==> src/rtl/ace_snoop_responder.sv <==
// ace_snoop_responder: ACE snoop endpoint; one AC snoop at a time, CR + CD reply, cache state update.
// Optional perf counters are built when ACE_SNOOP_PERF_CNT_EN is defined.
module ace_snoop_responder #(
    parameter int unsigned AddrWidth = 64,
    parameter int unsigned DataWidth = 64,
    parameter int unsigned DataBeats = 4,
    parameter type snoop_req_t = struct packed {
        logic ac_valid;
        struct packed {
            logic [AddrWidth-1:0] addr;
            logic [2:0]           prot;
            logic [3:0]           snoop;
        } ac;
        logic cr_ready;
        logic cd_ready;
    },
    parameter type snoop_resp_t = struct packed {
        logic ac_ready;
        logic cr_valid;
        struct packed {
            logic dataTransfer;
            logic error;
            logic passDirty;
            logic isShared;
            logic wasUnique;
        } cr_resp;
        logic cd_valid;
        struct packed {
            logic [DataWidth-1:0] data;
            logic                 last;
        } cd;
    },
    localparam int unsigned BeatWidth = (DataBeats > 1) ? $clog2(DataBeats) : 1
) (
    input  logic                 clk_i,
    input  logic                 rst_ni,
    input  snoop_req_t           snoop_req_i,
    output snoop_resp_t          snoop_resp_o,
    output logic                 lookup_req_o,
    output logic [AddrWidth-1:0] lookup_addr_o,
    input  logic                 lookup_gnt_i,
    input  logic                 lookup_valid_i,
    input  logic                 lookup_hit_i,
    input  logic                 lookup_dirty_i,
    input  logic                 lookup_shared_i,
    output logic                 data_req_o,
    output logic [BeatWidth-1:0] data_beat_o,
    input  logic [DataWidth-1:0] data_i,
    output logic                 upd_valid_o,
    output logic                 upd_invalidate_o,
    output logic                 upd_clean_o,
    output logic                 upd_shared_o,
    output logic [31:0]          perf_snoops_o,
    output logic [31:0]          perf_hits_o,
    output logic [31:0]          perf_beats_o
);

    typedef enum logic [2:0] {
        IDLE, LOOKUP, WAIT_LKP, SEND_CR, READ_DATA, SEND_CD, UPDATE
    } state_e;

    state_e               state, state_next;
    logic [AddrWidth-1:0] addr;
    logic [3:0]           snoop;
    logic                 hit, dirty, shared;
    logic [BeatWidth-1:0] beat;
    logic [DataWidth-1:0] data_hold, cd_data;
    logic                 first_beat;
    logic                 ac_hs, lkp_take, cd_hs, last_beat;
    logic                 supported, dt, pd, is_shared, need_upd;
    logic                 act_inv, act_clean, act_shared;
    logic                 unused_prot;

    assign ac_hs       = (state == IDLE) & snoop_req_i.ac_valid;
    assign lkp_take    = lookup_valid_i
                       & (((state == LOOKUP) & lookup_gnt_i) | (state == WAIT_LKP));
    assign cd_hs       = (state == SEND_CD) & snoop_req_i.cd_ready;
    assign last_beat   = (beat == BeatWidth'(DataBeats - 1));
    // read data is only present on data_i in the first SEND_CD cycle; hold it afterwards
    assign cd_data     = first_beat ? data_i : data_hold;
    assign unused_prot = ^snoop_req_i.ac.prot;

    assign lookup_addr_o = addr;
    assign data_beat_o   = beat;

    // Decode the CR response and cache update from the captured snoop and line state
    always_comb begin
        supported  = 1'b1;
        dt         = 1'b0;
        pd         = 1'b0;
        is_shared  = 1'b0;
        need_upd   = 1'b0;
        act_inv    = 1'b0;
        act_clean  = 1'b0;
        act_shared = 1'b0;
        unique case (snoop)
            4'b0000: begin
                dt        = 1'b1;
                is_shared = 1'b1;
            end
            4'b0001, 4'b0010: begin
                dt         = 1'b1;
                pd         = dirty;
                is_shared  = 1'b1;
                need_upd   = 1'b1;
                act_clean  = dirty;
                act_shared = 1'b1;
            end
            4'b0111: begin
                dt       = 1'b1;
                pd       = dirty;
                need_upd = 1'b1;
                act_inv  = 1'b1;
            end
            4'b1001: begin
                dt       = dirty;
                pd       = dirty;
                need_upd = 1'b1;
                act_inv  = 1'b1;
            end
            4'b1101: begin
                need_upd = 1'b1;
                act_inv  = 1'b1;
            end
            default: supported = 1'b0;
        endcase
        if (!hit) begin
            dt         = 1'b0;
            pd         = 1'b0;
            is_shared  = 1'b0;
            need_upd   = 1'b0;
            act_inv    = 1'b0;
            act_clean  = 1'b0;
            act_shared = 1'b0;
        end
    end

    // FSM state register
    always_ff @(posedge clk_i or negedge rst_ni) begin
        if (!rst_ni) state <= IDLE;
        else         state <= state_next;
    end

    // FSM next-state logic
    always_comb begin
        state_next = state;
        unique case (state)
            IDLE:      if (ac_hs) state_next = LOOKUP;
            LOOKUP:    if (lookup_gnt_i)
                           state_next = lookup_valid_i ? SEND_CR : WAIT_LKP;
            WAIT_LKP:  if (lookup_valid_i) state_next = SEND_CR;
            SEND_CR:   if (snoop_req_i.cr_ready)
                           state_next = dt ? READ_DATA : (need_upd ? UPDATE : IDLE);
            READ_DATA: state_next = SEND_CD;
            SEND_CD:   if (snoop_req_i.cd_ready)
                           state_next = !last_beat ? READ_DATA : (need_upd ? UPDATE : IDLE);
            UPDATE:    state_next = IDLE;
            default:   state_next = IDLE;
        endcase
    end

    // FSM outputs
    always_comb begin
        snoop_resp_o     = '0;
        lookup_req_o     = 1'b0;
        data_req_o       = 1'b0;
        upd_valid_o      = 1'b0;
        upd_invalidate_o = 1'b0;
        upd_clean_o      = 1'b0;
        upd_shared_o     = 1'b0;
        unique case (state)
            IDLE:      snoop_resp_o.ac_ready = 1'b1;
            LOOKUP:    lookup_req_o = 1'b1;
            SEND_CR: begin
                snoop_resp_o.cr_valid             = 1'b1;
                snoop_resp_o.cr_resp.dataTransfer = dt;
                snoop_resp_o.cr_resp.error        = ~supported;
                snoop_resp_o.cr_resp.passDirty    = pd;
                snoop_resp_o.cr_resp.isShared     = is_shared;
                snoop_resp_o.cr_resp.wasUnique    = supported & hit & ~shared;
            end
            READ_DATA: data_req_o = 1'b1;
            SEND_CD: begin
                snoop_resp_o.cd_valid = 1'b1;
                snoop_resp_o.cd.data  = cd_data;
                snoop_resp_o.cd.last  = last_beat;
            end
            UPDATE: begin
                upd_valid_o      = 1'b1;
                upd_invalidate_o = act_inv;
                upd_clean_o      = act_clean;
                upd_shared_o     = act_shared;
            end
            default: ;
        endcase
    end

    // Capture snoop request, lookup result, beat index and read data
    always_ff @(posedge clk_i or negedge rst_ni) begin
        if (!rst_ni) begin
            addr       <= '0;
            snoop      <= '0;
            hit        <= 1'b0;
            dirty      <= 1'b0;
            shared     <= 1'b0;
            beat       <= '0;
            data_hold  <= '0;
            first_beat <= 1'b0;
        end else begin
            first_beat <= (state == READ_DATA);
            if (ac_hs) begin
                addr  <= AddrWidth'(snoop_req_i.ac.addr);
                snoop <= snoop_req_i.ac.snoop;
            end
            if (lkp_take) begin
                hit    <= lookup_hit_i;
                dirty  <= lookup_dirty_i;
                shared <= lookup_shared_i;
            end
            if (first_beat) data_hold <= data_i;
            if (cd_hs)      beat <= last_beat ? '0 : beat + 1'b1;
        end
    end

`ifdef ACE_SNOOP_PERF_CNT_EN
    logic [31:0] cnt_snoops, cnt_hits, cnt_beats;

    // Wrapping event counters for snoops, hits and CD beats
    always_ff @(posedge clk_i or negedge rst_ni) begin
        if (!rst_ni) begin
            cnt_snoops <= '0;
            cnt_hits   <= '0;
            cnt_beats  <= '0;
        end else begin
            if (ac_hs)                   cnt_snoops <= cnt_snoops + 32'd1;
            if (lkp_take & lookup_hit_i) cnt_hits   <= cnt_hits + 32'd1;
            if (cd_hs)                   cnt_beats  <= cnt_beats + 32'd1;
        end
    end

    assign perf_snoops_o = cnt_snoops;
    assign perf_hits_o   = cnt_hits;
    assign perf_beats_o  = cnt_beats;
`else
    assign perf_snoops_o = '0;
    assign perf_hits_o   = '0;
    assign perf_beats_o  = '0;
`endif

endmodule

==> config.mk <==
export PLATFORM = sky130hd
export DESIGN_NAME = ace_snoop_responder
export DESIGN_NICKNAME = d
export VERILOG_FILES = /design/src/rtl/ace_snoop_responder.sv
export SDC_FILE = /design/constraint.sdc
export NUM_CORES = 1
export LEC_CHECK = 0
export BUFFER_PORTS_ARGS = -buffer_cell sky130_fd_sc_hd__buf_2
export CORE_AREA = 2 2 151 153
export CTS_CLUSTER_DIAMETER = 80
export DETAILED_ROUTE_END_ITERATION = 8
export DIE_AREA = 0 0 153 155
export PLACE_DENSITY_LB_ADDON = 0.15
export SYNTH_ARGS = -nofsm -noshare
export SYNTH_HDL_FRONTEND = slang
export SYNTH_SLANG_ARGS = --single-unit
==> constraint.sdc <==
create_clock -name clk_i -period 3.8 [get_ports clk_i]
set_input_delay 0.19 -clock clk_i [delete_from_list [all_inputs] [get_ports clk_i]]
set_output_delay 0.19 -clock clk_i [all_outputs]
set_load 0.1 [all_outputs]
======== Word-level counts from Yosys, hierarchy flattened ========
Index checks and enable logic that the tools add are counted.
word-level totals
  flip-flop bits (word level) ............. 141
  bits in latches ......................... 0
  memory bits (writable) .................. 0
  bits in read-only memories .............. 0
  bits of input ports ..................... 145
  output and inout port bits .............. 241
  logic and storage cells ................. 82
  memories kept ........................... 0
operators by class
  $add $sub $neg .......................... 1
  multiply operators ...................... 0
  div/mod/pow operators ................... 0
  magnitude comparators ................... 0
  eq/ne operators ......................... 17
  shift operators ......................... 0
  muxes and demuxes ....................... 36
  bitwise operators ....................... 9
  reductions and logical operators ........ 10
operators with widths
  cell                                                                   count
  66-bit two-way mux                                                     1
  64-bit two-way mux                                                     1
  3-bit two-way mux                                                      8
  1-bit two-way mux                                                      22
  3-bit one-hot mux with 6 select lines                                  1
  2-bit != test, second input constant                                   5
  3-bit equality test, second input constant                             3
  4-bit equality test, second input constant                             2
  4-bit OR reduction                                                     2
  1-bit AND                                                              6
  3-bit by 2-bit equality test with 1-bit output, second input constant  2
  6-bit two-way mux                                                      1
  3-bit OR reduction                                                     2
  6-bit OR reduction                                                     1
  5-bit AND reduction                                                    1
  5-bit OR reduction                                                     1
  4-bit by 1-bit equality test with 1-bit output, second input constant  1
  4-bit by 2-bit equality test with 1-bit output, second input constant  1
  4-bit by 3-bit equality test with 1-bit output, second input constant  1
  4-bit zero test                                                        1
  3-bit by 1-bit equality test with 1-bit output, second input constant  1
  3-bit zero test                                                        1
  2-bit by 1-bit adder with 2-bit output, second input constant          1
  2-bit equality test, second input constant                             1
  other kinds (5)                                                        6

======== Logic depth before layout (Yosys ltp) ========
Gate-level depths: netlist of the first run.
  depth after elaboration ................. 8
  depth in mapped cells ................... 7
  gate-level depth less buffers ........... 6

======== Worst setup path before layout of the first run ========
No wires, ideal clock.
  path kind ............................... reg2out
  start point ............................. reg state[1]
  end point ............................... out upd_clean_o
  arrival ................................. 5.492 ns
  data required time ...................... 3.610 ns
  slack ................................... -1.882 ns
  cell stages (with the launch flop) ...... 6
  buffers on the path ..................... 1
  cells stage by stage .................... dfrtp_1 > buf_4 > and3b_1 > nand2_1 > nor4_1 > and2_1
on the way
  word-level cells in the longest chain between the ends .. 2
ends and longest elaborated chain
  element                 line  RTL
  from (decl)             62    state_e state, state_next;
  from (signal assigned)  141   else state <= state_next;
  3-bit equality test     171   unique case (state)
  1-bit two-way mux       171
  to (decl)               51    output logic upd_clean_o,
No other way between the ends.

======== Worst setup path in the final report of the first run ========
  start point ............................. reg state[2]
  end point ............................... out data_req_o
on the way
  word-level cells in the longest chain between the ends .. 2
ends and longest elaborated chain
  element              line  RTL
  3-bit equality test  171
  1-bit two-way mux    171
  to (decl)            46    output logic data_req_o,
No other way between the ends.

==> results of run 1 <==
-- state kept, by name, indices dropped and copies added, names as in the netlist --
signal	cells
data_hold	64
lookup_addr_o	64
snoop	4
state	3
data_beat_o	2
dirty	1
first_beat	1
hit	1
shared	1
-- how the worst min path moves through the flow --
stage,from,to,cells past startpoint
after floorplan,rst_ni,data_beat_o[0]$_DFFE_PN0P_,0
after detailed placement,rst_ni,data_hold[43]$_DFF_PN0_,1
after global routing,data_i[39],data_hold[39]$_DFF_PN0_,2
after global placement,rst_ni,data_hold[43]$_DFF_PN0_,1
final,data_i[19],data_hold[19]$_DFF_PN0_,2
after CTS,data_i[42],data_hold[42]$_DFF_PN0_,2
-- final cells by class --
type                    instances  share of cell area, %
multi-input cells             366                   29.9
inverters                       6                  0.227
repair buffers                387                   24.7
flip-flops and latches        141                   35.6
clock buffers                  19                   4.46
clock inverters                13                   1.54
well taps                     285                   3.59
-- worst reg2reg max path, stage by stage, from the launching register on --
cell,delay (ns)
sky130_fd_sc_hd__dfrtp_1,0.54
sky130_fd_sc_hd__or3_4,0.47
sky130_fd_sc_hd__inv_2,0.06
sky130_fd_sc_hd__and2_4,0.33
sky130_fd_sc_hd__buf_4,0.38
sky130_fd_sc_hd__mux2_1,0.36
-- metrics by stage --
step	utilization (%)	hold WS, ns
floorplan	-	-0.106
global placement	37.7	0.340
detailed placement	37.7	0.333
CTS	44.4	0.0000497
global route	44.7	0.000237
finish	44.7	0.0231
-- cells by family after synthesis --
logic type / after synthesis / synth area share, %
flops: 141 / 49.4
buf+inv: 137 / 14.2
mux: 134 / 24.3
simple gates: 106 / 9.01
compound gates: 26 / 2.49
xor+xnor: 3 / 0.368
fa+ha+maj: 1 / 0.175
other cells: 1 / 0.0525
-- cell usage in the layout (no fill, tap or decap), drive strengths merged, types with 2 or more instances in the layout --
master and instances:
nor3b 3, buf 293, dlygate4sd3 94, conb 96, clkinvlp 5, clkbuf 19, and2 3, nor2 6
dfrtp 141, nand2 12, nand2b 2, mux2 134, bufinv 2, nor2b 2, a21o 2, and3 64
xnor2 2, nor3 5, inv 12, nand3b 2, o21ai 7, a21oi 3, a211oi 4
-- layer usage --
metal	global-route usage [%]	wire [um]	vias up
met5	0	0	-
met4	4.37	303	0
met3	3.79	1000	17
met2	24.5	8850	206
met1	19.3	7860	2534
li1	-	-	2444
-- power groups by stage --
stage	logic (mW)	registers [mW]	clock network [mW]
3_5_place_dp	5.76	2.69	0
4_1_cts	5.84	2.67	1.76
5_1_grt	6.04	2.77	1.82
2_1_floorplan	2.59	5.16	0
3_3_place_gp	5.75	2.66	0
6_report	5.81	2.66	1.69
==> flow_summary.html, run 1 <==
<table>
<tr><th>Metric</th><th>Value</th></tr>
<tr><th colspan="2">Run status</th></tr>
<tr><td>Result of the run</td><td>finished, final reports clean</td></tr>
<tr><th colspan="2">Pwr</th></tr>
<tr><td>Power density of the placed cells</td><td>approximately 1000 nW/um^2</td></tr>
<tr><td>Power share of the combinational group</td><td>~57%</td></tr>
<tr><td>Flop pwr share</td><td>around a quarter</td></tr>
<tr><td>Portion of total power attributed to the clock network</td><td>16.7%</td></tr>
<tr><td>Proportion of total power due to net switching</td><td>between 50 and 60%</td></tr>
<tr><td>Net switching power figure</td><td>around 5.5 mW</td></tr>
<tr><td>Leakage power</td><td>approximately 5.3 nW</td></tr>
<tr><td>Worst IR drop on VDD</td><td>roughly 0.00066 V</td></tr>
<tr><td>Overall power after layout</td><td>10.2 mW</td></tr>
<tr><td>Design internal power</td><td>approximately 4.7 mW</td></tr>
<tr><th colspan="2">Die</th></tr>
<tr><td>Chip height</td><td>155 um</td></tr>
<tr><td>Placeable core region</td><td>about 22000 um^2</td></tr>
<tr><td>Number of top-level design ports</td><td>a little under 400</td></tr>
<tr><td>Area enclosed by the die boundary</td><td>between 20000 and 25000 um^2</td></tr>
<tr><td>Die width</td><td>between 150 and 200 um</td></tr>
<tr><td>Std cell rows</td><td>55</td></tr>
<tr><td>Initial core utilization</td><td>32.1%</td></tr>
<tr><th colspan="2">Worst setup path</th></tr>
<tr><td>Type of the worst setup path</td><td>flip-flop to output pin</td></tr>
<tr><td>Buffer and inverter count on the worst path</td><td>2</td></tr>
<tr><td>CP Data Arrival Time</td><td>~2.5 ns</td></tr>
<tr><td>Kind of launch point of the worst setup path</td><td>flip-flop</td></tr>
<tr><td>CP startpoint</td><td>state[2]$_DFFE_PN0P_</td></tr>
<tr><td>Endpoint of the worst-slack reg-to-reg timing path</td><td>lookup_addr_o[59]$_DFFE_PN0P_</td></tr>
<tr><td>Delay of the slowest critical-path stage</td><td>just over 0.6 ns</td></tr>
<tr><td>CP max stage cell</td><td>sky130_fd_sc_hd__dfrtp_1</td></tr>
<tr><td>Worst Setup EP</td><td>data_req_o</td></tr>
<tr><td>Kind of cell with the highest combined delay on the critical path</td><td>buffers and inverters</td></tr>
<tr><td>Reg2Reg Launch Point</td><td>state[2]$_DFFE_PN0P_</td></tr>
<tr><td>Sort of element at the end of the critical path</td><td>output pin</td></tr>
<tr><td>Maximum fanout count along the critical path</td><td>65</td></tr>
<tr><td>Required time at the worst-slack endpoint</td><td>about 3.6 ns</td></tr>
<tr><td>R2R setup slack</td><td>1.54 ns</td></tr>
<tr><td>Ordered list of cells on the worst path</td><td>and2b_1 -&gt; buf_4 -&gt; nor2b_1 -&gt; buf_2</td></tr>
<tr><td>Crit. path cell count</td><td>4</td></tr>
<tr><td>Length in cells of the worst reg-to-reg path</td><td>5</td></tr>
<tr><th colspan="2">Clock network</th></tr>
<tr><td>Post-CTS Setup Repair Bufs</td><td>0</td></tr>
<tr><td>Number of H-tree levels</td><td>4</td></tr>
<tr><td>TritonCTS buffer count</td><td>17</td></tr>
<tr><td>Clock root buffer master</td><td>sky130_fd_sc_hd__clkbuf_16</td></tr>
<tr><td>Total clock sinks</td><td>between 100 and 150</td></tr>
<tr><td>Clock-pin slew reported for the worst setup and hold paths after clock tree synthesis</td><td>roughly 0.070 ns</td></tr>
<tr><td>CTS tree</td><td>yes</td></tr>
<tr><td>Hold bufs inserted after CTS</td><td>between 80 and 90</td></tr>
<tr><td>Clock insertion delay at the later pin of the skew report</td><td>just over 0.4 ns</td></tr>
<tr><td>Post-cts gate resize count</td><td>0</td></tr>
<tr><td>Bufs on Longest Clock Path</td><td>2</td></tr>
<tr><th colspan="2">Logic synthesis</th></tr>
<tr><td>Synth top cells by count</td><td>sky130_fd_sc_hd__dfrtp_1 (141), sky130_fd_sc_hd__buf_4 (97), sky130_fd_sc_hd__mux2_2 (68)</td></tr>
<tr><td>Share of flip-flops with an asynchronous set or reset</td><td>100%</td></tr>
<tr><td>Cell variety after synth</td><td>47</td></tr>
<tr><td>Synth Area per Inst</td><td>approximately 13 um^2</td></tr>
<tr><td>Sequential element share of the synthesized area</td><td>between 40% and 50%</td></tr>
<tr><td>Number of flip-flops and latches in the synthesized netlist</td><td>141</td></tr>
<tr><td>Gate Count Post-Synth</td><td>roughly 550</td></tr>
<tr><td>Number of synthesis warnings</td><td>0</td></tr>
<tr><td>Most used standard cell by instance count after synthesis</td><td>sky130_fd_sc_hd__dfrtp_1</td></tr>
<tr><td>Synth area leader</td><td>sky130_fd_sc_hd__dfrtp_1</td></tr>
<tr><td>Fraction of post-synthesis cell area in the top cell type by area</td><td>about 49%</td></tr>
<tr><td>Post-synth EDFFs</td><td>0</td></tr>
<tr><td>Top post-synthesis cells by area</td><td>sky130_fd_sc_hd__dfrtp_1 (49%), sky130_fd_sc_hd__mux2_4 (13%), sky130_fd_sc_hd__mux2_2 (11%)</td></tr>
<tr><td>Area of the mapped netlist</td><td>7140 um^2</td></tr>
<tr><td>Commonest register cell after synthesis</td><td>sky130_fd_sc_hd__dfrtp_1</td></tr>
<tr><th colspan="2">Timing</th></tr>
<tr><td>Number of hold violations in the final report</td><td>0</td></tr>
<tr><td>Fmax</td><td>between 300 and 400 MHz</td></tr>
<tr><td>Min cycle time layout</td><td>between 2 and 3 ns</td></tr>
<tr><td>Worst slew margin relative to its limit</td><td>approximately 44%</td></tr>
<tr><td>Setup slack after layout</td><td>approximately 1.1 ns</td></tr>
<tr><td>Transition time of the tightest slew-check pin</td><td>roughly 0.83 ns</td></tr>
<tr><td>Period utilization</td><td>71.8%</td></tr>
<tr><td>Layout Skew</td><td>around 0.0068 ns</td></tr>
<tr><td>Unrepaired setup endpoints after global routing</td><td>false</td></tr>
<tr><td>Setup-failing EPs final</td><td>0</td></tr>
<tr><td>Final-layout setup total negative slack</td><td>0 ns</td></tr>
<tr><td>Max-slew violation count</td><td>0</td></tr>
<tr><th colspan="2">Cells and area</th></tr>
<tr><td>Antenna Diode Count</td><td>0</td></tr>
<tr><td>NumNets Final</td><td>around 1100</td></tr>
<tr><td>Number of standard cells in the final layout excluding fillers</td><td>roughly 1200</td></tr>
<tr><td>Filler cells</td><td>~2200</td></tr>
<tr><td>Cell area after layout</td><td>around 9900 um^2</td></tr>
<tr><td>Area growth from synthesis to final layout</td><td>39.0%</td></tr>
<tr><td>Multi-input gate area</td><td>2970 um^2</td></tr>
<tr><td>Combined flip-flop and latch cell area</td><td>3530 um^2</td></tr>
<tr><td>Layout cells sized above 1</td><td>between 40% and 50%</td></tr>
<tr><th colspan="2">Placement</th></tr>
<tr><td>Last weighted congestion value of the routability-driven placer</td><td>between 0.7 and 0.8</td></tr>
<tr><td>Buffers added on ports</td><td>286</td></tr>
<tr><td>Cell area after placement</td><td>between 8000 and 9000 um^2</td></tr>
<tr><td>Number of placed instances with taps included</td><td>roughly 1100</td></tr>
<tr><td>DP HPWL</td><td>between 10000 and 15000 um</td></tr>
<tr><td>Worst Setup Slack post-DPL</td><td>around 1.5 ns</td></tr>
<tr><th colspan="2">Route</th></tr>
<tr><td>Detailed-route wire length</td><td>18000 um</td></tr>
<tr><td>DRC errors left</td><td>0</td></tr>
<tr><td>First-pass detailed-route iteration total</td><td>4</td></tr>
<tr><td>Vias</td><td>between 5000 and 6000</td></tr>
<tr><td>Post-DRT Antenna Nets</td><td>0</td></tr>
<tr><td>Detailed-route wire length per cell</td><td>~15 um</td></tr>
<tr><td>Number of DRC violations after detailed-routing iteration 0</td><td>roughly 140</td></tr>
<tr><td>Vias/cell</td><td>between 4 and 5</td></tr>
<tr><th colspan="2">GRT</th></tr>
<tr><td>Global-route wire length before repair</td><td>about 28000 um</td></tr>
<tr><td>Number of global-route vias before repair</td><td>5135</td></tr>
<tr><td>Residual overflow from global routing</td><td>0</td></tr>
<tr><td>Initial antenna violation count</td><td>0</td></tr>
<tr><td>Pin count of the biggest net entering global routing</td><td>approximately 90</td></tr>
<tr><td>Overall routing resource usage</td><td>14.8%</td></tr>
<tr><th colspan="2">Job</th></tr>
<tr><td>Number of maximum-capacitance constraint violations</td><td>0</td></tr>
<tr><th colspan="2">Worst hold path</th></tr>
<tr><td>Worst min path class</td><td>input port to flip-flop</td></tr>
</table>
No activity file was read; power rests on OpenSTA's default activity.
==> run 2: changes to the inputs <==
==> constraint.sdc (replaced) <==
create_clock -name clk_i -period 2.26 [get_ports clk_i]
set_input_delay 0.113 -clock clk_i [delete_from_list [all_inputs] [get_ports clk_i]]
set_output_delay 0.113 -clock clk_i [all_outputs]
set_load 0.1 [all_outputs]
==> run 2 against run 1 <==
Effect of this change:
- final area up 18%
- sequential share of layout area down 5.4 points
- clock power up 76%
- clock skew up 0.0050 ns
- critical path depth up 1
- first-iteration DRC count up 36%
- largest power group unchanged
==> flow_summary.html, run 2 (synthesis gave the netlist of run 1 again) <==
<table>
<tr><th>Metric</th><th>Value</th></tr>
<tr><th colspan="2">Route</th></tr>
<tr><td>Detailed-route wire length per cell</td><td>16.1 um (+8.5%)</td></tr>
<tr><td>Detailed-route wire length</td><td>20400 um (+13%)</td></tr>
<tr><td>Vias/cell</td><td>4.29 (+0.30%)</td></tr>
<tr><td>First-pass detailed-route iteration total</td><td>6 (+2)</td></tr>
<tr><td>Vias</td><td>5431 (+4.4%)</td></tr>
<tr><td>Number of DRC violations after detailed-routing iteration 0</td><td>188 (+36%)</td></tr>
<tr><td>DRC errors left</td><td>0 (unchanged)</td></tr>
<tr><td>Post-DRT Antenna Nets</td><td>0 (unchanged)</td></tr>
<tr><th colspan="2">Run status</th></tr>
<tr><td>Result of the run</td><td>finished, final reports clean</td></tr>
<tr><th colspan="2">Clock network</th></tr>
<tr><td>Clock-pin slew reported for the worst setup and hold paths after clock tree synthesis</td><td>0.07 ns (about the same)</td></tr>
<tr><td>Number of H-tree levels</td><td>4 (unchanged)</td></tr>
<tr><td>Total clock sinks</td><td>141 (unchanged)</td></tr>
<tr><td>Clock root buffer master</td><td>sky130_fd_sc_hd__clkbuf_16</td></tr>
<tr><td>Clock insertion delay at the later pin of the skew report</td><td>0.42 ns (about the same)</td></tr>
<tr><td>TritonCTS buffer count</td><td>17 (unchanged)</td></tr>
<tr><td>Bufs on Longest Clock Path</td><td>2 (unchanged)</td></tr>
<tr><td>CTS tree</td><td>yes</td></tr>
<tr><th colspan="2">Timing</th></tr>
<tr><td>Unrepaired setup endpoints after global routing</td><td>false</td></tr>
<tr><td>Final-layout setup total negative slack</td><td>0 ns (unchanged)</td></tr>
<tr><td>Max-slew violation count</td><td>0 (unchanged)</td></tr>
<tr><td>Fmax</td><td>approximately 470 MHz</td></tr>
<tr><td>Number of hold violations in the final report</td><td>0 (unchanged)</td></tr>
<tr><td>Worst hold-check slack</td><td>0.0555 ns (+0.0324 ns)</td></tr>
<tr><td>Min cycle time layout</td><td>2.11 ns</td></tr>
<tr><td>Transition time of the tightest slew-check pin</td><td>0.631 ns (-0.202 ns)</td></tr>
<tr><td>Setup slack after layout</td><td>0.145 ns (-0.927 ns)</td></tr>
<tr><td>Setup-failing EPs final</td><td>0 (unchanged)</td></tr>
<tr><td>Worst slew margin relative to its limit</td><td>57.9% (+13 points)</td></tr>
<tr><td>Period utilization</td><td>between 90% and 100%</td></tr>
<tr><td>Layout Skew</td><td>0.0117 ns (+0.00495 ns)</td></tr>
<tr><th colspan="2">Cells and area</th></tr>
<tr><td>Number of standard cells in the final layout excluding fillers</td><td>1267 (+4.1%)</td></tr>
<tr><td>Top library cells by usage in the layout, fill and taps aside</td><td>sky130_fd_sc_hd__buf_2 (210), sky130_fd_sc_hd__dfrtp_1 (138), sky130_fd_sc_hd__dlygate4sd3_1 (138), sky130_fd_sc_hd__conb_1 (96), sky130_fd_sc_hd__buf_12 (81)</td></tr>
<tr><td>Cell area after layout</td><td>11700 um^2 (+18%)</td></tr>
<tr><td>NumNets Final</td><td>1116 (+4.8%)</td></tr>
<tr><td>Utilization after layout</td><td>52.7% (+8.0 points)</td></tr>
<tr><td>Antenna Diode Count</td><td>0 (unchanged)</td></tr>
<tr><td>Layout cells sized above 1</td><td>49.0% (-0.37 points)</td></tr>
<tr><td>Leading cell type in the layout, fill and taps excluded</td><td>sky130_fd_sc_hd__buf_2</td></tr>
<tr><td>Filler cells</td><td>1907 (-11%)</td></tr>
<tr><td>Area growth from synthesis to final layout</td><td>64.0%</td></tr>
<tr><th colspan="2">Pwr</th></tr>
<tr><td>Proportion of total power due to net switching</td><td>53.1% (-0.84 points)</td></tr>
<tr><td>Worst IR drop on VDD</td><td>0.000951 V (+43%)</td></tr>
<tr><td>Design internal power</td><td>8.33 mW (+78%)</td></tr>
<tr><td>Portion of total power attributed to the clock network</td><td>16.7% (about the same)</td></tr>
<tr><td>Flop pwr share</td><td>24.7% (-1.5 points)</td></tr>
<tr><td>Power share of the combinational group</td><td>58.6% (+1.4 points)</td></tr>
<tr><td>Net switching power figure</td><td>9.43 mW (+72%)</td></tr>
<tr><td>Leakage power</td><td>5.75 nW (+8.8%)</td></tr>
<tr><td>Power density of the placed cells</td><td>1520 nW/um^2 (+48%)</td></tr>
<tr><td>Overall power after layout</td><td>17.8 mW (+75%)</td></tr>
<tr><th colspan="2">Worst setup path</th></tr>
<tr><td>Kind of launch point of the worst setup path</td><td>flip-flop</td></tr>
<tr><td>Ordered list of cells on the worst path</td><td>buf_4 -&gt; and2b_2 -&gt; buf_12 -&gt; and3_1 -&gt; buf_12</td></tr>
<tr><td>CP Data Arrival Time</td><td>2.00 ns (-0.54 ns)</td></tr>
<tr><td>Maximum fanout count along the critical path</td><td>33 (-49%)</td></tr>
<tr><td>Sort of element at the end of the critical path</td><td>output pin</td></tr>
<tr><td>CP max stage cell</td><td>sky130_fd_sc_hd__dfrtp_1</td></tr>
<tr><td>Buffer and inverter count on the worst path</td><td>3 (+1)</td></tr>
<tr><td>Kind of cell with the highest combined delay on the critical path</td><td>buffers and inverters</td></tr>
<tr><td>Required time at the worst-slack endpoint</td><td>2.15 ns (-1.46 ns)</td></tr>
<tr><td>Type of the worst setup path</td><td>flip-flop to output pin</td></tr>
<tr><td>Dominant cell type by count on the critical path</td><td>sky130_fd_sc_hd__buf_12</td></tr>
<tr><td>Delay of the slowest critical-path stage</td><td>0.38 ns (-0.24 ns)</td></tr>
<tr><th colspan="2">GRT</th></tr>
<tr><td>Overall routing resource usage</td><td>17.0% (+2.2 points)</td></tr>
<tr><td>Initial antenna violation count</td><td>0 (unchanged)</td></tr>
<tr><td>Pin count of the biggest net entering global routing</td><td>66 (-26%)</td></tr>
<tr><td>Global-route wire length before repair</td><td>31800 um (+13%)</td></tr>
<tr><td>Residual overflow from global routing</td><td>0 (unchanged)</td></tr>
<tr><td>Number of global-route vias before repair</td><td>5569 (+8.5%)</td></tr>
<tr><th colspan="2">Die</th></tr>
<tr><td>Number of top-level design ports</td><td>386 (unchanged)</td></tr>
<tr><td>Area enclosed by the die boundary</td><td>23700 um^2 (unchanged)</td></tr>
<tr><td>Die width</td><td>153 um (unchanged)</td></tr>
<tr><td>Chip height</td><td>155 um (unchanged)</td></tr>
<tr><td>Std cell rows</td><td>55 (unchanged)</td></tr>
<tr><td>Initial core utilization</td><td>32.1% (unchanged)</td></tr>
<tr><td>Placeable core region</td><td>22200 um^2 (unchanged)</td></tr>
<tr><th colspan="2">Placement</th></tr>
<tr><td>Worst Setup Slack post-DPL</td><td>0.364 ns (-1.14 ns)</td></tr>
<tr><td>DP HPWL</td><td>13500 um (+11%)</td></tr>
<tr><td>Number of placed instances with taps included</td><td>1096 (+0.46%)</td></tr>
<tr><td>Cell area after placement</td><td>9670 um^2 (+15%)</td></tr>
<tr><td>Buffers added on ports</td><td>286 (unchanged)</td></tr>
<tr><td>Last weighted congestion value of the routability-driven placer</td><td>0.738 (+2.4%)</td></tr>
<tr><th colspan="2">Worst hold path</th></tr>
<tr><td>Worst min path class</td><td>input port to flip-flop</td></tr>
<tr><th colspan="2">Job</th></tr>
<tr><td>Number of maximum-capacitance constraint violations</td><td>0 (unchanged)</td></tr>
</table>
==> run 2: changes by cell type in the layout (fill, tap and decap cells not counted), sizes merged <==
cell / change
clkinv: +1
dlygate4sd3: +44
buf: +6
clkinvlp: -2
bufinv: +1
==> run 2: worst paths after layout <==
path / start / endpoint / slack [ns] / cells after the start
setup reg to reg: state[2]$_DFFE_PN0P_ / lookup_addr_o[43]$_DFFE_PN0P_ / 0.36 / 5
max in group asynchronous: rst_ni / lookup_addr_o[49]$_DFFE_PN0P_ / 1.33 / 3
hold / removal: snoop_req_i[73] / state[0]$_DFFE_PN0P_ / 0.06 / 3
hold reg to reg: lookup_addr_o[59]$_DFFE_PN0P_ / lookup_addr_o[59]$_DFFE_PN0P_ / 0.48 / 1
setup / recovery: state[1]$_DFFE_PN0P_ / snoop_resp_o[56] / 0.15 / 5
min in group asynchronous: rst_ni / lookup_addr_o[11]$_DFFE_PN0P_ / 0.25 / 2
==> run 2: layout make-up <==
class	instances	area [um^2]	share of cell area, %
Sequential cell	141	3530	30.2
Clock inverter	13	176	1.51
Timing Repair Buffer	438	4150	35.4
Multi-Input combinational cell	366	3040	25.9
Clock buffer	18	439	3.75
Inverter	6	22.5	0.192
Tap cell	285	357	3.05
==> run 2: routing by layer <==
layer  global-route usage (%)  share of wire [%]  vias to the layer above
met2                     29.0                 51                      227
met5                        0                  0                        -
met4                     5.11                2.0                        0
li1                         -                  -                     2550
met1                     21.0                 41                     2634
met3                     4.79                6.0                       20
==> run 2: worst reg2reg max path: stages (launching register included) <==
cell and delay (ns):
sky130_fd_sc_hd__dfrtp_1 0.38, sky130_fd_sc_hd__or3_4 0.40, sky130_fd_sc_hd__inv_2 0.06, sky130_fd_sc_hd__and2_4 0.26
sky130_fd_sc_hd__buf_12 0.30, sky130_fd_sc_hd__mux2_4 0.38
==> run 2: timing repair <==
action / 4_1_cts / 5_1_grt
resized for setup: 0 / 4
hold endpoints to repair: 193 / 0
hold buffers: 138 / 0
buffers inserted: 0 / 1
endpoints found under the setup margin: 0 / 10
==> run 2: power groups by stage <==
stage,Combinational [mW],Clock (mW),Sequential [mW]
6_report,10.4,2.97,4.39
5_1_grt,10.8,3.20,4.58
4_1_cts,10.4,3.09,4.39
3_5_place_dp,10.2,0,4.42
3_3_place_gp,10.2,0,4.40
2_1_floorplan,4.44,0,8.68
==> run 3: changes to the inputs <==
--- a/config.mk
+++ b/config.mk
@@ -10,7 +10,7 @@
 export CTS_CLUSTER_DIAMETER = 80
 export DETAILED_ROUTE_END_ITERATION = 8
 export DIE_AREA = 0 0 153 155
-export PLACE_DENSITY_LB_ADDON = 0.15
+export PLACE_DENSITY = 0.64
 export SYNTH_ARGS = -nofsm -noshare
 export SYNTH_HDL_FRONTEND = slang
 export SYNTH_SLANG_ARGS = --single-unit
==> run 3 against run 2 <==
Effect of this change:
- final area increased by 0.15%
- core utilization increased by 0.079 points
- final cell count unchanged
- non-clock buffer count decreased by 1
- via count increased by 1.8%
- largest cell class unchanged
- critical path type unchanged
- die area unchanged
- sequential cell count unchanged
- wire length increased by 0.63%
- first-iteration DRC count decreased by 0.53%
==> flow_summary.html, run 3 (synthesis gave the netlist of run 1 again) <==
<table>
<tr><th>Metric</th><th>Value</th></tr>
<tr><th colspan="2">Run status</th></tr>
<tr><td>Result of the run</td><td>finished, final reports clean</td></tr>
<tr><th colspan="2">Die</th></tr>
<tr><td>Number of top-level design ports</td><td>386 (unchanged)</td></tr>
<tr><td>Area enclosed by the die boundary</td><td>23700 um^2 (unchanged)</td></tr>
<tr><td>Initial core utilization</td><td>32.1% (unchanged)</td></tr>
<tr><td>Placeable core region</td><td>22200 um^2 (unchanged)</td></tr>
<tr><td>Die width</td><td>153 um (unchanged)</td></tr>
<tr><td>Chip height</td><td>155 um (unchanged)</td></tr>
<tr><td>Std cell rows</td><td>55 (unchanged)</td></tr>
<tr><th colspan="2">GRT</th></tr>
<tr><td>Overall routing resource usage</td><td>16.6% (-0.36 points)</td></tr>
<tr><td>Global-route wire length before repair</td><td>31700 um (-0.20%)</td></tr>
<tr><td>Initial antenna violation count</td><td>0 (unchanged)</td></tr>
<tr><td>Number of global-route vias before repair</td><td>5785 (+3.9%)</td></tr>
<tr><td>Pin count of the biggest net entering global routing</td><td>71 (+7.6%)</td></tr>
<tr><td>Residual overflow from global routing</td><td>0 (unchanged)</td></tr>
<tr><th colspan="2">Timing</th></tr>
<tr><td>Min cycle time layout</td><td>2.13 ns (+0.0175 ns)</td></tr>
<tr><td>Unrepaired setup endpoints after global routing</td><td>false</td></tr>
<tr><td>Worst hold-check slack</td><td>0.0269 ns (-0.0286 ns)</td></tr>
<tr><td>Setup-failing EPs final</td><td>0 (unchanged)</td></tr>
<tr><td>Setup slack after layout</td><td>0.128 ns (-0.0175 ns)</td></tr>
<tr><td>Layout Skew</td><td>0.0124 ns (+0.000698 ns)</td></tr>
<tr><td>Max-slew violation count</td><td>0 (unchanged)</td></tr>
<tr><td>Transition time of the tightest slew-check pin</td><td>0.619 ns (-0.0116 ns)</td></tr>
<tr><td>Worst slew margin relative to its limit</td><td>58.7% (+0.78 points)</td></tr>
<tr><td>Fmax</td><td>469 MHz (-0.82%)</td></tr>
<tr><td>Period utilization</td><td>94.4% (+0.78 points)</td></tr>
<tr><td>Final-layout setup total negative slack</td><td>0 ns (unchanged)</td></tr>
<tr><td>Number of hold violations in the final report</td><td>0 (unchanged)</td></tr>
<tr><th colspan="2">Clock network</th></tr>
<tr><td>Clock-pin slew reported for the worst setup and hold paths after clock tree synthesis</td><td>0.07 ns (about the same)</td></tr>
<tr><td>Clock insertion delay at the later pin of the skew report</td><td>0.42 ns (about the same)</td></tr>
<tr><td>Total clock sinks</td><td>141 (unchanged)</td></tr>
<tr><td>Clock root buffer master</td><td>sky130_fd_sc_hd__clkbuf_16</td></tr>
<tr><td>TritonCTS buffer count</td><td>17 (unchanged)</td></tr>
<tr><td>Number of H-tree levels</td><td>4 (unchanged)</td></tr>
<tr><td>Bufs on Longest Clock Path</td><td>2 (unchanged)</td></tr>
<tr><td>CTS tree</td><td>yes</td></tr>
<tr><td>Post-CTS Setup Repair Bufs</td><td>0 (unchanged)</td></tr>
<tr><th colspan="2">Worst setup path</th></tr>
<tr><td>Kind of cell with the highest combined delay on the critical path</td><td>buffers and inverters</td></tr>
<tr><td>Type of the worst setup path</td><td>flip-flop to output pin</td></tr>
<tr><td>Sort of element at the end of the critical path</td><td>output pin</td></tr>
<tr><td>CP Data Arrival Time</td><td>2.02 ns (+0.02 ns)</td></tr>
<tr><td>Reg2Reg Launch Point</td><td>state[0]$_DFFE_PN0P_</td></tr>
<tr><td>Delay of the slowest critical-path stage</td><td>0.54 ns (+0.16 ns)</td></tr>
<tr><td>CP max stage cell</td><td>sky130_fd_sc_hd__buf_4</td></tr>
<tr><td>Buffer and inverter count on the worst path</td><td>2 (-1)</td></tr>
<tr><td>Required time at the worst-slack endpoint</td><td>2.15 ns (about the same)</td></tr>
<tr><td>Maximum fanout count along the critical path</td><td>70 (+110%)</td></tr>
<tr><td>Ordered list of cells on the worst path</td><td>buf_4 -&gt; and3_1 -&gt; buf_12</td></tr>
<tr><td>Kind of launch point of the worst setup path</td><td>flip-flop</td></tr>
<tr><td>CP startpoint</td><td>state[0]$_DFFE_PN0P_</td></tr>
<tr><th colspan="2">Cells and area</th></tr>
<tr><td>NumNets Final</td><td>1115 (-0.090%)</td></tr>
<tr><td>Cell area after layout</td><td>11700 um^2 (+0.15%)</td></tr>
<tr><td>Top library cells by usage in the layout, fill and taps aside</td><td>sky130_fd_sc_hd__buf_2 (208), sky130_fd_sc_hd__dfrtp_1 (139), sky130_fd_sc_hd__dlygate4sd3_1 (137), sky130_fd_sc_hd__conb_1 (96), sky130_fd_sc_hd__buf_12 (83)</td></tr>
<tr><td>Filler cells</td><td>1824 (-4.4%)</td></tr>
<tr><td>Utilization after layout</td><td>52.8% (+0.079 points)</td></tr>
<tr><td>Layout cells sized above 1</td><td>48.9% (-0.10 points)</td></tr>
<tr><td>Antenna Diode Count</td><td>0 (unchanged)</td></tr>
<tr><td>Area growth from synthesis to final layout</td><td>64.2%</td></tr>
<tr><td>Leading cell type in the layout, fill and taps excluded</td><td>sky130_fd_sc_hd__buf_2</td></tr>
<tr><th colspan="2">Job</th></tr>
<tr><td>Number of maximum-capacitance constraint violations</td><td>0 (unchanged)</td></tr>
<tr><th colspan="2">Route</th></tr>
<tr><td>Detailed-route wire length per cell</td><td>16.2 um (+0.63%)</td></tr>
<tr><td>Post-DRT Antenna Nets</td><td>0 (unchanged)</td></tr>
<tr><td>DRC errors left</td><td>0 (unchanged)</td></tr>
<tr><td>Vias/cell</td><td>4.36 (+1.8%)</td></tr>
<tr><td>First-pass detailed-route iteration total</td><td>4 (-2)</td></tr>
<tr><td>Number of DRC violations after detailed-routing iteration 0</td><td>187 (-0.53%)</td></tr>
<tr><td>Vias</td><td>5527 (+1.8%)</td></tr>
<tr><td>Detailed-route wire length</td><td>20500 um (+0.63%)</td></tr>
<tr><th colspan="2">Placement</th></tr>
<tr><td>Worst Setup Slack post-DPL</td><td>0.289 ns (-0.0748 ns)</td></tr>
<tr><td>Buffers added on ports</td><td>286 (unchanged)</td></tr>
<tr><td>Last weighted congestion value of the routability-driven placer</td><td>0.783 (+6.0%)</td></tr>
<tr><td>DP HPWL</td><td>12900 um (-4.8%)</td></tr>
<tr><td>Cell area after placement</td><td>9710 um^2 (+0.39%)</td></tr>
<tr><th colspan="2">Pwr</th></tr>
<tr><td>Leakage power</td><td>5.75 nW (+0.12%)</td></tr>
<tr><td>Power density of the placed cells</td><td>1530 nW/um^2 (+0.83%)</td></tr>
<tr><td>Worst IR drop on VDD</td><td>0.00100 V (+5.3%)</td></tr>
<tr><th colspan="2">Worst hold path</th></tr>
<tr><td>Worst min path class</td><td>input port to flip-flop</td></tr>
<tr><td>Min-delay src</td><td>lookup_valid_i</td></tr>
</table>
==> run 3: metrics by stage <==
step | std cells | total power, mW
3_5_place_dp | 1097 | 14.7
2_1_floorplan | 644 | 13.1
6_report | 1267 | 17.9
4_1_cts | 1266 | 18.0
5_1_grt | 1267 | 18.7
3_3_place_gp | 1097 | 14.6
==> run 3: worst min-delay path: stages <==
cell and delay, ns:
sky130_fd_sc_hd__buf_2 0.12, sky130_fd_sc_hd__nand3b_1 0.08, sky130_fd_sc_hd__o311ai_0 0.10
==> run 3: area by class of cell <==
cell class,count,area (um^2),share of cell area [%]
timing repair buffer,437,4160,35.5
sequential,141,3530,30.1
multi-input combinational,366,3030,25.9
clock buffer,18,439,3.75
tap,285,357,3.04
clock inverter,14,181,1.55
inverter,6,22.5,0.192
==> run 3: metal layers <==
layer	routed length, um	track usage (%)	part of all wire [%]
met1	8220	20.2	40
met2	10500	28.5	51
met3	1120	4.26	5.5
met4	603	6.44	2.9
met5	0	0	0
==> run 3: power breakdown <==
group / total [mW] / internal [mW] / switching [mW]
combinational: 10.5 / 2.82 / 7.70
clock: 2.99 / 1.79 / 1.19
sequential: 4.44 / 3.80 / 0.641
total: 17.9 / 8.41 / 9.53
==> run 3: what timing repair did <==
action / in CTS / in global routing
hold buffers: 137 / 0
endpoints found under the setup margin: 0 / 3
endpoints found under the hold margin: 188 / 0
gates resized for setup: 0 / 1
==> run 3: path summary, 6_finish.rpt <==
path                                            endpoint  slack (ns)  cells after the start
min in group asynchronous        data_hold[43]$_DFF_PN0_        0.23                      2
max in group asynchronous  lookup_addr_o[24]$_DFFE_PN0P_        1.23                      3
hold / removal                      state[0]$_DFFE_PN0P_        0.03                      3
setup / recovery                         snoop_resp_o[1]        0.13                      3
setup reg to reg           lookup_addr_o[30]$_DFFE_PN0P_        0.29                      5
hold reg to reg            lookup_addr_o[59]$_DFFE_PN0P_        0.48                      1
